## src/rtl/grover_measure.sv

```systemverilog
// Grover readout: latches the final amplitude vector, squares one sample per cycle
// and reports the most probable basis index, its probability and the total probability.
module grover_measure #(
    parameter int num_bit        = 3,
    parameter int fixedpoint_bit = 24,
    parameter int num_sample     = 2**num_bit
) (
    input  logic                                  clk,
    input  logic                                  rst_n,
    input  logic                                  start,
    input  logic signed [fixedpoint_bit-1:0]      amp_in [0:num_sample-1],
    output logic                                  busy,
    output logic                                  done,
    output logic [num_bit-1:0]                    measured_index,
    output logic [fixedpoint_bit-1:0]             max_prob,
    output logic [fixedpoint_bit+num_bit-1:0]     prob_sum
);

    localparam int fw = fixedpoint_bit;
    localparam int sw = fixedpoint_bit + num_bit;
    localparam int pw = 2 * fixedpoint_bit;

    typedef enum logic [1:0] {
        IDLE,
        SCAN,
        DONE
    } state_t;

    state_t state_reg, state_next;

    logic signed [fw-1:0] amp_reg [0:num_sample-1];
    logic [num_bit-1:0]   cnt_reg;
    logic [num_bit-1:0]   max_idx_reg;
    logic [fw-1:0]        max_reg;
    logic [sw-1:0]        sum_reg;

    logic [num_bit-1:0]   index_out_reg;
    logic [fw-1:0]        max_out_reg;
    logic [sw-1:0]        sum_out_reg;

    logic                 accept;
    logic                 last_sample;
    logic signed [fw-1:0] amp_cur;
    logic signed [pw-1:0] sq;
    logic [pw-1:0]        sq_shift;
    logic                 sat;
    logic [fw-1:0]        p;
    logic                 take_new_max;
    logic [sw-1:0]        sum_next;
    logic [fw-1:0]        max_next;
    logic [num_bit-1:0]   max_idx_next;

    assign accept      = (state_reg == IDLE) && start;
    assign last_sample = (cnt_reg == num_bit'(num_sample - 1));

    // Squaring datapath: Q1.f * Q1.f gives Q2.2f; dropping f low bits returns to f fraction bits.
    // Only -2.0 squared reaches 4.0, which no longer fits and saturates.
    assign amp_cur  = amp_reg[cnt_reg];
    assign sq       = amp_cur * amp_cur;
    assign sq_shift = $unsigned(sq) >> (fw - 2);
    assign sat      = |sq_shift[pw-1:fw];
    assign p        = sat ? '1 : sq_shift[fw-1:0];

    // Strict compare keeps the lowest index on ties.
    assign take_new_max = (p > max_reg);
    assign sum_next     = sum_reg + sw'(p);
    assign max_next     = take_new_max ? p : max_reg;
    assign max_idx_next = take_new_max ? cnt_reg : max_idx_reg;

    always_ff @(posedge clk or negedge rst_n) begin
        if (!rst_n) begin
            state_reg <= IDLE;
        end else begin
            state_reg <= state_next;
        end
    end

    always_comb begin
        state_next = state_reg;
        case (state_reg)
            IDLE: begin
                if (start) begin
                    state_next = SCAN;
                end
            end
            SCAN: begin
                if (last_sample) begin
                    state_next = DONE;
                end
            end
            DONE: begin
                state_next = IDLE;
            end
            default: begin
                state_next = IDLE;
            end
        endcase
    end

    always_ff @(posedge clk or negedge rst_n) begin
        if (!rst_n) begin
            for (int i = 0; i < num_sample; i++) begin
                amp_reg[i] <= '0;
            end
        end else if (accept) begin
            for (int i = 0; i < num_sample; i++) begin
                amp_reg[i] <= amp_in[i];
            end
        end
    end

    // Running accumulators; the result registers load on the final sample so they
    // are already valid during the DONE cycle.
    always_ff @(posedge clk or negedge rst_n) begin
        if (!rst_n) begin
            cnt_reg       <= '0;
            max_idx_reg   <= '0;
            max_reg       <= '0;
            sum_reg       <= '0;
            index_out_reg <= '0;
            max_out_reg   <= '0;
            sum_out_reg   <= '0;
        end else begin
            case (state_reg)
                IDLE: begin
                    if (start) begin
                        cnt_reg     <= '0;
                        max_idx_reg <= '0;
                        max_reg     <= '0;
                        sum_reg     <= '0;
                    end
                end
                SCAN: begin
                    cnt_reg     <= cnt_reg + num_bit'(1);
                    sum_reg     <= sum_next;
                    max_reg     <= max_next;
                    max_idx_reg <= max_idx_next;
                    if (last_sample) begin
                        index_out_reg <= max_idx_next;
                        max_out_reg   <= max_next;
                        sum_out_reg   <= sum_next;
                    end
                end
                default: begin
                end
            endcase
        end
    end

    assign busy           = (state_reg != IDLE);
    assign done           = (state_reg == DONE);
    assign measured_index = index_out_reg;
    assign max_prob       = max_out_reg;
    assign prob_sum       = sum_out_reg;

endmodule

```

## config.mk

```make
export PLATFORM = sky130hd
export DESIGN_NAME = grover_measure
export DESIGN_NICKNAME = d
export VERILOG_FILES = /design/src/rtl/grover_measure.sv
export SDC_FILE = /design/constraint.sdc
export NUM_CORES = 2
export LEC_CHECK = 0
export ABC_AREA = 1
export CAP_MARGIN = 20
export CORE_UTILIZATION = 30
export DETAILED_ROUTE_END_ITERATION = 10
export PLACE_DENSITY_LB_ADDON = 0.25
export SETUP_SLACK_MARGIN = 0.2
export SLEW_MARGIN = 40
export SYNTH_ARGS = -nofsm -noshare
export SYNTH_HDL_FRONTEND = slang
export SYNTH_SLANG_ARGS = --single-unit
```

## constraint.sdc

```tcl
create_clock -name clk -period 12.86 [get_ports clk]
set_input_delay 3.215 -clock clk [delete_from_list [all_inputs] [get_ports clk]]
set_output_delay 3.215 -clock clk [all_outputs]
set_load 0.05 [all_outputs]
```

Yosys cells after proc, flatten, opt, wreduce, memory -nomap -nowiden
Index checks and enable logic that the tools add are counted.
{"block": "totals", "regBits": 305, "output_inout_bits": 56, "word_cells": 51}
{"block": "op_classes", "multipliers": 1, "n_eq_ne": 5, "n_mux": 16, "n_lt_le_gt_ge": 2, "bitwise": 1, "addsub": 2, "n_reduce_logical": 8}
{"operator": "24-bit two-way mux", "count": 5}
{"operator": "24-bit binary-select mux with 3-bit select", "count": 1}
{"operator": "27-bit case mux with 2 select lines", "count": 1}
{"operator": "24-bit by 24-bit multiplier with 48-bit output", "count": 1}
{"operator": "24-bit case mux with 2 select lines", "count": 1}
{"operator": "27-bit by 24-bit adder with 27-bit output", "count": 1}
{"operator": "27-bit two-way mux", "count": 1}
{"operator": "24-bit greater-than comparator", "count": 1}
{"operator": "3-bit case mux with 2 select lines", "count": 2}
{"operator": "3-bit two-way mux", "count": 2}
{"operator": "2-bit AND reduction", "count": 3}
{"operator": "4-bit >= comparator (second input constant)", "count": 1}
{"operator": "2-bit two-way mux", "count": 2}
{"operator": "2-bit != test (second input constant)", "count": 2}
{"operator": "3-bit inverter with 4-bit output", "count": 1}
{"operator": "2-bit case mux with 2 select lines", "count": 1}
{"operator": "2-bit nonzero test", "count": 2}
{"operator": "3-bit by 1-bit adder with 3-bit output (second input constant)", "count": 1}
{"operator": "3-bit equality test (second input constant)", "count": 1}
{"operator": "2-bit by 1-bit equality test with 1-bit output (second input constant)", "count": 1}
{"operator": "2-bit equality test (second input constant)", "count": 1}
{"operator": "2-bit zero test", "count": 1}
{"operator": "2-bit OR reduction", "count": 1}
{"operator": "1-bit logical AND", "count": 1}

Longest topological paths before layout
{"block": "depth", "word_depth": 10, "ltp_mapped": 62, "ltp_nobuf": 58}

Worst setup path after synthesis
No wires, ideal clock.
{"block": "synth_timing", "path_type": "register -> register", "start": "register cnt_reg[0]", "end": "register sum_out_reg[19] (netlist: prob_sum[19])", "slack_ns": 2.598, "setup_ns": 0.119, "stages_incl_launch_ff": 54, "arrival_ns": 10.144, "path_cell_list": "dfrtp_1 -> buf_6 -> inv_4 -> buf_6 -> buf_4 -> clkbuf_1 -> nor2_1 -> o22ai_1 -> nand2_1 -> o21ai_0 -> inv_1 -> buf_1 -> nor2_1 -> fa_1 -> fa_1 -> inv_1 -> fa_1 -> inv_1 -> [... 18 more ...] -> buf_4 -> nand2_1 -> ha_1 -> inv_1 -> nor3_1 -> nand2_1 -> nand2_1 -> nand2_1 -> nand3_1 -> o21ai_0 -> o21ai_0 -> a21boi_0 -> o21bai_1 -> nand3_1 -> nand2_1 -> nand2_1 -> nand3_1 -> nand2_1"}
{"block": "synth_between", "elab_chain_len": 8, "word_cells_on_any_way": 10, "classes_between": "add/sub: 1; mul: 1; eq/ne: 1; mux: 4; bitwise: 1; reduce/logical: 2"}
{"item": "start: declaration", "line": "32", "rtl": "logic [num_bit-1:0] cnt_reg;"}
{"item": "start signal: assignment", "line": "134", "rtl": "cnt_reg <= cnt_reg + num_bit'(1);"}
{"item": "3-bit inverter with 4-bit output (not written as such)", "line": "58", "rtl": "assign amp_cur = amp_reg[cnt_reg];"}
{"item": "24-bit binary-select mux with 3-bit select", "line": "58"}
{"item": "24-bit two-way mux (not written as such) (2 in series)", "line": "58"}
{"item": "24-bit by 24-bit multiplier with 48-bit output", "line": "59", "rtl": "assign sq = amp_cur * amp_cur;"}
{"item": "2-bit OR reduction", "line": "61", "rtl": "assign sat = |sq_shift[pw-1:fw];"}
{"item": "24-bit two-way mux", "line": "62", "rtl": "assign p = sat ? '1 : sq_shift[fw-1:0];"}
{"item": "27-bit by 24-bit adder with 27-bit output", "line": "66", "rtl": "assign sum_next = sum_reg + sw'(p);"}
{"item": "end signal: assignment", "line": "141", "rtl": "sum_out_reg <= sum_next;"}
{"item": "end: declaration", "line": "39", "rtl": "logic [sw-1:0] sum_out_reg;"}
Several ways; a longest one is shown, not always the timed one. The select of a mux whose other input is x is not followed.
A chain may end at the register's enable or synchronous reset.

Worst setup path after layout
{"block": "layout_timing", "start": "register cnt_reg[1]", "end": "register index_out_reg[2] (netlist: measured_index[2])"}
{"block": "layout_between", "elab_chain_len": 9, "word_cells_on_any_way": 11, "classes_between": "mul: 1; order compare: 1; eq/ne: 1; mux: 5; bitwise: 1; reduce/logical: 2"}
{"item": "3-bit inverter with 4-bit output (not written as such)", "line": "58"}
{"item": "24-bit binary-select mux with 3-bit select", "line": "58"}
{"item": "24-bit two-way mux (not written as such) (2 in series)", "line": "58"}
{"item": "24-bit by 24-bit multiplier with 48-bit output", "line": "59"}
{"item": "2-bit OR reduction", "line": "61"}
{"item": "24-bit two-way mux", "line": "62"}
{"item": "24-bit greater-than comparator", "line": "65", "rtl": "assign take_new_max = (p > max_reg);"}
{"item": "3-bit two-way mux", "line": "68", "rtl": "assign max_idx_next = take_new_max ? cnt_reg : max_idx_reg;"}
{"item": "end signal: assignment", "line": "139", "rtl": "index_out_reg <= max_idx_next;"}
{"item": "end: declaration", "line": "37", "rtl": "logic [num_bit-1:0] index_out_reg;"}
Several ways; a longest one is shown, not always the timed one. The select of a mux whose other input is x is not followed.

==> summary.md <==
| Metric | Value |
|---|---|
| Sequential element share of the synthesized area | `22.15%` |
| Synthesized area per cell | `8.199 um2` |
| Cell area after synthesis | `0.03446 mm2` |
| Layout cell share with drive strength beyond 1 | `3.873%` |
| Via count | `27,580` |
| RR Startpoint | `cnt_reg[1]` |
| Final setup viols | `0` |
| Register bit total from synthesis | `305` |
| # IOs | `251` |
| Via density | `4.641` |
| Area of the multi-input gates | `0.02294 mm2` |
| Clock Skews | `0.03975 ns` |
| Endpoints failing hold | `0` |
| Core Rows | `123` |
| Crit-path most repeated cell | `inv_1` |
| Outcome | `finished, final reports clean` |
| Crit-path max FO | `31` |
| Post-route non-filler standard cell count | `5,943` |
| Gate Count Post-Synth | `4,203` |
| Final Slew Violations | `0` |
| Largest net degree at the start of global routing | `106` |
| Die X | `340.9 um` |
| Slew HR | `42.79%` |
| WP data required | `13.28 ns` |
| Fill cells | `11,830` |
| Syn nets | `5,145` |
| Worst Hold Path Cells | `2` |
| Met2 usage in global routing | `32.77%` |
| Layout Utilization | `35.52%` |
| Clk sinks | `305` |
| Min-delay src | `amp_reg[151]` |
| Hold slack | `0.4739 ns` |
| Reg area | `0.007636 mm2` |
| Most frequent cells in the layout | `1,091 x nand2_1, 865 x inv_1, 556 x fa_1` |
| Most used DFF post-synth | `dfrtp_1` |
| Drt wl/cell | `18.08 um` |
| Total GRT Usage | `19.13%` |
| Root Driver | `clkbuf_16` |
| CORE AREA | `0.1131 mm2` |
| Post-route DRC | `0` |
| Post-synth ARST share | `100.0%` |
| Fin nets | `5,356` |
| Most crowded layer after global routing | `met2` |
| TritonCTS clock tree | `done` |
| Area grow syn2layout | `16.59%` |
| CTS Buf Count | `36` |
| Commonest non-fill, non-tap cell in the layout | `nand2_1` |
| Setup tns final | `0 ns` |
| Crit path kind | `register to register` |
| Vias in the first global route | `29,650` |
| Startpoint types | `register` |
| Initial antenna violation count | `2` |
| Worst Hold End | `amp_reg[151]` |
| Largest cells by area after synthesis | `fa_1 32%, dfrtp_1 22%, nand2_1 12%, inv_1 9.5%, ha_1 6.9%` |
| Grt ovf | `0` |
| Iter 0 DRT Violations | `1,618` |
| Fmax | `85.18 MHz` |
| Slowest stage delay, CP | `0.82 ns` |
| Max FFs per register | `192` |
| Reg2Reg Depth | `45` |
| Antenna viol nets, final | `0` |
| Skew-Pair Late Insertion Delay | `0.60 ns` |
| Final WL | `107.5 mm` |
| Period utilization | `91.29%` |
| Tmin final | `11.74 ns` |
| RSZ-0062 raised after global routing | `no` |
| Dominant cell type by area after synthesis | `fa_1` |
| M3 GR Usage | `2.273%` |
| Reg2Reg Setup Slack | `1.12 ns` |
| Starting Density | `30.47%` |
| Slowest cell on the critical path | `fa_1` |
| CTS Buffer Depth | `3` |
| Reg2reg end | `measured_index[2]` |
| HPWL Detailed | `86.12 mm` |
| Crit path capture type | `register` |
| DR pass1 iterations | `5` |
| Share of the synthesized area in the top cell type | `32.30%` |
| Post-synth cell types | `51` |
| Worst Hold Class | `register to register` |
| Die area | `0.1162 mm2` |
| YS warnings | `0` |
| Final GP Congestion | `0.9055` |
| Die height | `340.9 um` |
| Clk slew on worst S/H paths | `0.06 ns` |
| Arrival @ worst endpoint | `12.16 ns` |
| H-tree Lvls | `2` |
| Met1 Use GR | `25.71%` |
| First-pass GRT wire length | `173.2 mm` |
| Worst slew pin tran | `0.8571 ns` |
| Dpl cells | `5,872` |
| EDFF count, synth | `0` |
| Maxcap violations | `0` |
| Buffers on Ports | `250` |
## per-layer routing
metal | vias to the layer above | wire length (um)
met2 | 628 | 52570
met4 | 0 | 2322
li1 | 13010 | -
met5 | - | 0
met1 | 13840 | 47710
met3 | 108 | 4855
## worst max-delay path by stage
| stage | start | to | cells past startpoint | slack (ns) |
|---|---|---|---|---|
| after detailed placement | cnt_reg[0] | measured_index[2] | 44 | 1.10 |
| after floorplan | cnt_reg[0] | prob_sum[19] | 53 | 2.60 |
| final | cnt_reg[1] | measured_index[2] | 45 | 1.12 |
| after global routing | cnt_reg[0] | prob_sum[22] | 51 | 0.22 |
| after CTS | cnt_reg[0] | max_prob[13] | 44 | 1.00 |
| after global placement | cnt_reg[0] | measured_index[2] | 44 | 1.18 |
## layout make-up
class	count	area share, %
flip-flops and latches	305	19.01
inverters	878	8.247
clock inverters	8	0.3924
repair buffers	320	7.851
clock buffers	57	2.713
diodes	2	0.01246
multi-input cells	2873	57.11
well taps	1500	4.671
## synth_stat cells, types with 4 or more instances
library cell / count
a21oi_1: 94
fa_1: 556
dfrtp_1: 305
nor4_1: 9
clkinv_1: 5
clkbuf_1: 110
o21bai_1: 8
nor2_1: 370
nor2_4: 11
buf_1: 19
o21ai_0: 237
o21ai_1: 7
inv_1: 868
a21o_1: 10
nand3_1: 102
ha_1: 191
o21a_1: 8
nor3_1: 12
or2_2: 4
nand3b_1: 4
o21ai_2: 5
o22ai_1: 44
o211ai_1: 5
a31oi_1: 9
buf_2: 12
nand4_1: 10
xor2_1: 28
nand2_1: 1093
xnor2_1: 28
## repair_timing
item	CTS	global route
gates resized for setup	0	4
hold buffers	0	0
setup endpoints to repair	0	56
buffers inserted	0	3
## worst max-delay path: cells and delay by family, from the launching register on
family | cells | cell delay, ns
adders and majority gates | 9 | 4.62
buffers and inverters | 12 | 2.41
and+or+nand+nor | 15 | 2.22
AOI/OAI and AO/OA | 9 | 1.89
DFF | 1 | 0.39
## cell families (layout without fill, tap and decap cells)
group	after synthesis	count (layout)	synth area share (%)
and+or+nand+nor	1631	1631	18.88
other	0	2	0
AOI/OAI and AO/OA	439	439	6.971
DFF	305	305	22.15
adders and majority gates	747	747	39.23
xor gates and xnor gates	56	56	1.423
buffers and inverters	1025	1263	11.35
## stage by stage
| stage | setup slack (ns) | instance area (um2) |
|---|---|---|
| finish | 1.120 | 40180 |
| global route | 0.2153 | 40180 |
| CTS | 1.004 | 40100 |
| detailed placement | 1.097 | 38850 |
| global placement | 1.176 | 38770 |
| floorplan | 2.598 | 34460 |
Power is left out: the tool's default activity adds up to more than one toggle a clock period on the data nets, which glitch-free logic cannot reach.
